### src/rtl/regfile_pkg.sv
// Shared constants for the multi-port register file: default geometry and depth helper.
package regfile_pkg;

  localparam int DW_DEF = 32;
  localparam int AW_DEF = 5;
  localparam int NR_DEF = 2;
  localparam int DEPTH_DEF = 1 << AW_DEF;

  function automatic int depth_of(input int aw);
    return 1 << aw;
  endfunction

endpackage

### src/rtl/regfile_rdport.sv
// One read port: combinational word mux, busy lookup and, with REGFILE_BYPASS_EN defined,
// same-cycle forwarding of write-back data (lane 1 over lane 0).
module regfile_rdport
  import regfile_pkg::*;
#(
  parameter int DW    = DW_DEF,
  parameter int AW    = AW_DEF,
  parameter int DEPTH = DEPTH_DEF
) (
  input  logic [DEPTH*DW-1:0] mem_flat,
  input  logic [DEPTH-1:0]    busy_vec,
  input  logic [AW-1:0]       raddr,
  input  logic                we0,
  input  logic [AW-1:0]       waddr0,
  input  logic [DW-1:0]       wdata0,
  input  logic                we1,
  input  logic [AW-1:0]       waddr1,
  input  logic [DW-1:0]       wdata1,
  input  logic                iss_en,
  input  logic [AW-1:0]       iss_addr,
  output logic [DW-1:0]       rdata,
  output logic                busy
);

  logic [DW-1:0] stored;
  logic          stored_busy;

  assign stored      = (raddr == '0) ? '0 : mem_flat[int'(raddr)*DW +: DW];
  assign stored_busy = busy_vec[raddr];

`ifdef REGFILE_BYPASS_EN
  logic hit0, hit1, iss_hit;

  assign hit0    = we0 && (waddr0 == raddr) && (raddr != '0);
  assign hit1    = we1 && (waddr1 == raddr) && (raddr != '0);
  assign iss_hit = iss_en && (iss_addr == raddr);

  always_comb begin
    rdata = stored;
    if (hit1)
      rdata = wdata1;
    else if (hit0)
      rdata = wdata0;
  end

  // A retiring write clears the bit unless a newer instruction claims the register this cycle.
  assign busy = stored_busy && !((hit0 || hit1) && !iss_hit);
`else
  logic unused_bypass;

  assign unused_bypass = ^{we0, waddr0, wdata0, we1, waddr1, wdata1, iss_en, iss_addr};
  assign rdata = stored;
  assign busy  = stored_busy;
`endif

endmodule

### src/rtl/regfile_mp.sv
// Multi-port register file with two write-back lanes and a busy scoreboard; r0 reads zero.
// Optional macro REGFILE_BYPASS_EN forwards same-cycle write data to the read ports.
module regfile_mp
  import regfile_pkg::*;
#(
  parameter int DW = DW_DEF,
  parameter int AW = AW_DEF,
  parameter int NR = NR_DEF
) (
  input  logic             clk,
  input  logic             rst,
  input  logic             WE0,
  input  logic [AW-1:0]    rW0,
  input  logic [DW-1:0]    W0,
  input  logic             WE1,
  input  logic [AW-1:0]    rW1,
  input  logic [DW-1:0]    W1,
  input  logic [NR*AW-1:0] rR,
  output logic [NR*DW-1:0] R,
  output logic [NR-1:0]    busy,
  input  logic             iss_en,
  input  logic [AW-1:0]    iss_addr
);

  localparam int DEPTH = depth_of(AW);

  logic [DEPTH*DW-1:0] mem_flat;
  logic [DEPTH-1:0]    busy_vec;

  assign mem_flat[DW-1:0] = '0;
  assign busy_vec[0]      = 1'b0;

  genvar gi;
  generate
    for (gi = 1; gi < DEPTH; gi++) begin : g_word
      logic [DW-1:0] word_reg;
      logic          busy_reg;
      logic          hit0, hit1, iss_hit;

      assign hit0    = WE0 && (rW0 == AW'(gi));
      assign hit1    = WE1 && (rW1 == AW'(gi));
      assign iss_hit = iss_en && (iss_addr == AW'(gi));

      // Lane 1 wins a data collision; an issue outranks a retiring clear.
      always_ff @(posedge clk) begin
        if (rst) begin
          word_reg <= '0;
          busy_reg <= 1'b0;
        end else begin
          if (hit1)
            word_reg <= W1;
          else if (hit0)
            word_reg <= W0;
          if (iss_hit)
            busy_reg <= 1'b1;
          else if (hit0 || hit1)
            busy_reg <= 1'b0;
        end
      end

      assign mem_flat[gi*DW +: DW] = word_reg;
      assign busy_vec[gi]          = busy_reg;
    end

    for (gi = 0; gi < NR; gi++) begin : g_rd
      regfile_rdport #(
        .DW    (DW),
        .AW    (AW),
        .DEPTH (DEPTH)
      ) u_rdport (
        .mem_flat (mem_flat),
        .busy_vec (busy_vec),
        .raddr    (rR[gi*AW +: AW]),
        .we0      (WE0),
        .waddr0   (rW0),
        .wdata0   (W0),
        .we1      (WE1),
        .waddr1   (rW1),
        .wdata1   (W1),
        .iss_en   (iss_en),
        .iss_addr (iss_addr),
        .rdata    (R[gi*DW +: DW]),
        .busy     (busy[gi])
      );
    end
  endgenerate

endmodule

### config.mk
export PLATFORM = sky130hd
export DESIGN_NAME = regfile_mp
export DESIGN_NICKNAME = d
export VERILOG_FILES = /design/src/rtl/regfile_pkg.sv /design/src/rtl/regfile_rdport.sv /design/src/rtl/regfile_mp.sv
export SDC_FILE = /design/constraint.sdc
export NUM_CORES = 2
export LEC_CHECK = 0
export CAP_MARGIN = 15
export CORE_MARGIN = 2
export CORE_UTILIZATION = 46
export CTS_CLUSTER_SIZE = 12
export DETAILED_ROUTE_END_ITERATION = 8
export SYNTH_ARGS = -nofsm -noshare
export SYNTH_HDL_FRONTEND = slang
export SYNTH_SLANG_ARGS = --single-unit
### constraint.sdc
create_clock -name clk -period 2.11 [get_ports clk]
set_input_delay 0.3165 -clock clk [delete_from_list [all_inputs] [get_ports clk]]
set_output_delay 0.3165 -clock clk [all_outputs]
set_load 0.05 [all_outputs]
==> impl_metrics.env <==
export IMPL_ios=160
export IMPL_synth_ff_type="dfxtp_1"
export IMPL_slew_violations=0
export IMPL_yosys_area_share_simple_pct=23.0
export IMPL_final_net_count=7840
export IMPL_arrival_ns=2.78
export IMPL_clock_sinks=1023
export IMPL_cp_required_ns=1.79
export IMPL_final_core_util_pct=58.8
export IMPL_grt_pass1_wl_um=451000
export IMPL_worst_pin_slew_ns=0.810
export IMPL_crit_chain="mux4_2 -> o22ai_4 -> nor4_4 -> nand3b_1 -> buf_12 -> buf_12"
export IMPL_insertion_delay_ns=0.76
export IMPL_clockBufferDepth=3
export IMPL_maxCapViolations=0
export IMPL_slew_headroom_pct=45.9
export IMPL_fp_dieW_um=370
export IMPL_viasPerCell=7.21
export IMPL_drt_pass1_iter_count=9
export IMPL_dieHeight_um=370
export IMPL_finalSetupViolations=66
export IMPL_power_total_mw=50.3
export IMPL_status="complete, but fails checks"
export IMPL_endpoint="R[19]"
export IMPL_fin_crit_ns=3.10
export IMPL_cts_inserted_buffers=119
export IMPL_wl_per_cell_um=32.8
export IMPL_fin_crit_sh_pct=147
export IMPL_grt_start_max_net_pins=97
export IMPL_clock_skew_final_ns=0
export IMPL_drive_gt1_share_pct=23.8
export IMPL_crit_path_top_delay_cell="mux4_2"
export IMPL_gp_congestion=1.04
export IMPL_synth_distinct_cells=46
export IMPL_track_usage_pct=44.2
export IMPL_synth_adder_area_share_pct=0
export IMPL_ys_async_sr_fraction_pct=0
export IMPL_cts_tree="built"
export IMPL_ant_nets=0
export IMPL_synth_area_sq_mm=0.0618
export IMPL_syn_nets=7738
export IMPL_core_sq_mm=0.133
export IMPL_row_count=134
export IMPL_synth_xor_area_share_pct=0
export IMPL_met1Wirelength_um=115000
export IMPL_max_stage_delay_ns=0.52
export IMPL_die_area_sq_mm=0.137
export IMPL_synth_top_family_by_area="simple AND/OR/NAND/NOR gates"
export IMPL_synth_area_mux_share_pct=17.8
export IMPL_path_depth=6
export IMPL_rsz0062_at_grt="true"
export IMPL_fin_ws_ns=-0.988
export IMPL_worstSetupEndpointType="output port"
export IMPL_dpl_instance_area_sq_mm=0.0731
export IMPL_irDropWorstVdd_mv=0.744
export IMPL_port_buffers=159
export IMPL_largest_register_ffs=992
export IMPL_synth_avg_cell_area_sq_um=8.08
export IMPL_critPathKind="reg -> out"
export IMPL_path_clk_slew_ns=0.06
export IMPL_wl_met2_um=128000
export IMPL_drt_initial_drc_count=11200
export IMPL_r2r_end="g_word[6].word_reg[23]$_SDFFE_PP0P_"
export IMPL_synth_edff_count=0
export IMPL_worst_path_buf_inv=2
export IMPL_rrSetupSlack_ns=1.12
export IMPL_power_leakage_nw=27.8
export IMPL_yosys_warnings=0
export IMPL_htreeDepth=3
export IMPL_dp_hpwl_um=213000
export IMPL_cp_common_cell="buf_12"
export IMPL_syn_inst=7644
export IMPL_final_area_sq_mm=0.0784
export IMPL_grt_ovfl_total=0
export IMPL_met3_length_um=48000
export IMPL_violations="design-rule violations, negative setup slack"
export IMPL_ys_ff_latch=1023
export IMPL_antenna_found_initial=7
export IMPL_vias=69300
export IMPL_crit_family="simple AND/OR/NAND/NOR gates"
export IMPL_synth_compound_area_share_pct=19.2
export IMPL_initial_core_util_pct=46.3
export IMPL_critPathLaunchType="flip-flop"
export IMPL_hold_path_class="in -> reg"
export IMPL_critPathMaxFanout=2
export IMPL_reg2reg_depth=3
export IMPL_routed_top_layer="met5"
export IMPL_yosysSeqAreaShare_pct=33.1
export IMPL_clock_fmax_ghz=0.323
export IMPL_critPathLaunch="g_word[15].word_reg[19]$_SDFFE_PP0P_"
export IMPL_cts_root_buf="clkbuf_16"
export IMPL_syn_to_final_growth_pct=26.9
export IMPL_routed_wl_um=315000
export IMPL_grt_pass1_vias=65100
export IMPL_timing_rr_start="g_word[6].word_reg[23]$_SDFFE_PP0P_"
export IMPL_hold_viol_final=0
export IMPL_cellPowerDensity_mw_per_mm2=641
export IMPL_drc=26
## kinds of logic (layout without fill, tap and decap cells)
| kind of cell | Yosys count | count (layout) |
|---|---|---|
| AO/OA/AOI/OAI | 1415 | 1415 |
| buffers and inverters | 1017 | 1211 |
| flip-flops | 1023 | 1023 |
| multiplexers | 775 | 775 |
| other | 0 | 4 |
| AND/OR/NAND/NOR | 3414 | 3414 |
## synth_stat cells, types with 6 or more instances
library cell | count | area share, %
nand2_1 | 1591 | 9.7
nor2_1 | 1046 | 6.4
dfxtp_1 | 1023 | 33
a311oi_1 | 992 | 14
clkbuf_1 | 642 | 3.9
nand3_1 | 581 | 4.7
mux2i_1 | 423 | 6.9
mux4_2 | 249 | 9.1
a22oi_1 | 245 | 3.0
buf_2 | 237 | 1.9
mux2_2 | 103 | 1.9
buf_1 | 100 | 0.61
o22ai_1 | 70 | 0.71
buf_4 | 36 | 0.44
nand2b_1 | 35 | 0.35
a221oi_1 | 34 | 0.48
nand3b_1 | 32 | 0.39
o211ai_1 | 32 | 0.39
a32oi_1 | 31 | 0.44
nand4_1 | 30 | 0.30
nor4_1 | 29 | 0.29
nor2b_1 | 20 | 0.20
and2_1 | 10 | 0.10
and3_1 | 6 | 0.061
and4b_1 | 6 | 0.097
and4bb_2 | 6 | 0.12
## cells in the final DEF, fill, tap and decap left out, types with 163 or more instances in the layout
cell	n
nand2_1	1536
nor2_1	1029
a311oi_1	992
dfxtp_1	859
nand3_1	570
buf_4	471
mux2i_1	422
buf_12	401
mux4_2	249
a22oi_1	223
dfxtp_2	163
## layer usage
metal | global-route usage, % | up-vias
li1 | - | 28400
met5 | 0 | -
met2 | 62.3 | 6201
met3 | 14.3 | 1495
met1 | 57.5 | 33200
met4 | 29.5 | 6
## worst min-delay path by stage
stage	cells past startpoint	slack [ns]	end	startpoint
floorplan	2	0.46	g_word[6].word_reg[0]$_SDFFE_PP0P_	g_word[6].word_reg[0]$_SDFFE_PP0P_
global placement	2	0.48	g_word[6].word_reg[3]$_SDFFE_PP0P_	g_word[6].word_reg[3]$_SDFFE_PP0P_
detailed placement	2	0.48	g_word[22].word_reg[24]$_SDFFE_PP0P_	g_word[22].word_reg[24]$_SDFFE_PP0P_
CTS	2	0.003	g_word[13].word_reg[19]$_SDFFE_PP0P_	rst
global route	2	0.04	g_word[5].word_reg[10]$_SDFFE_PP0P_	rst
finish	2	0.06	g_word[13].word_reg[19]$_SDFFE_PP0P_	rst
## worst register-to-register path, delay by kind of cell, from the launching register on
family | cells | cell delay [ns]
DFF | 1 | 0.36
AOI/OAI and AO/OA | 1 | 0.32
and+or+nand+nor | 1 | 0.06
buffers and inverters | 1 | 0.13
## layout make-up
type,count,area (sq um)
antenna,4,10.0
clock inverter,45,546
multi-input combinational,5604,38600
tap,1768,2210
clock buffer,168,3480
inverter,2,7.51
timing repair buffer,996,12900
sequential,1023,20700
fill,11600,55000
## what timing repair did
item / CTS / global route
hold endpoints to repair: 0 / 0
pin swaps: 61 / 48
hold buffers: 0 / 0
buffers inserted: 18 / 6
cloned: 0 / 1
gates resized for setup: 256 / 82
endpoints found under the setup margin: 66 / 66
## power breakdown
group          total (mW)  switching [mW]  internal, mW
Sequential           20.0           0.314          19.7
Combinational        8.31            5.13          3.19
Clock                21.9            9.28          12.7
## metrics by stage
| stage | hold slack [ns] | worst slack [ns] | cells | setup TNS [ns] |
|---|---|---|---|---|
| global route | 0.0402 | -0.937 | 9606 | -41.54 |
| detailed placement | 0.484 | -1.33 | 9383 | -253.67 |
| floorplan | 0.465 | -0.0629 | 7644 | -1.79 |
| global placement | 0.477 | -1.34 | 9382 | -218.98 |
| finish | 0.0615 | -0.988 | 9610 | -40.83 |
| CTS | 0.00333 | -0.950 | 9601 | -40.65 |
(Power assumes the default switching activity.)
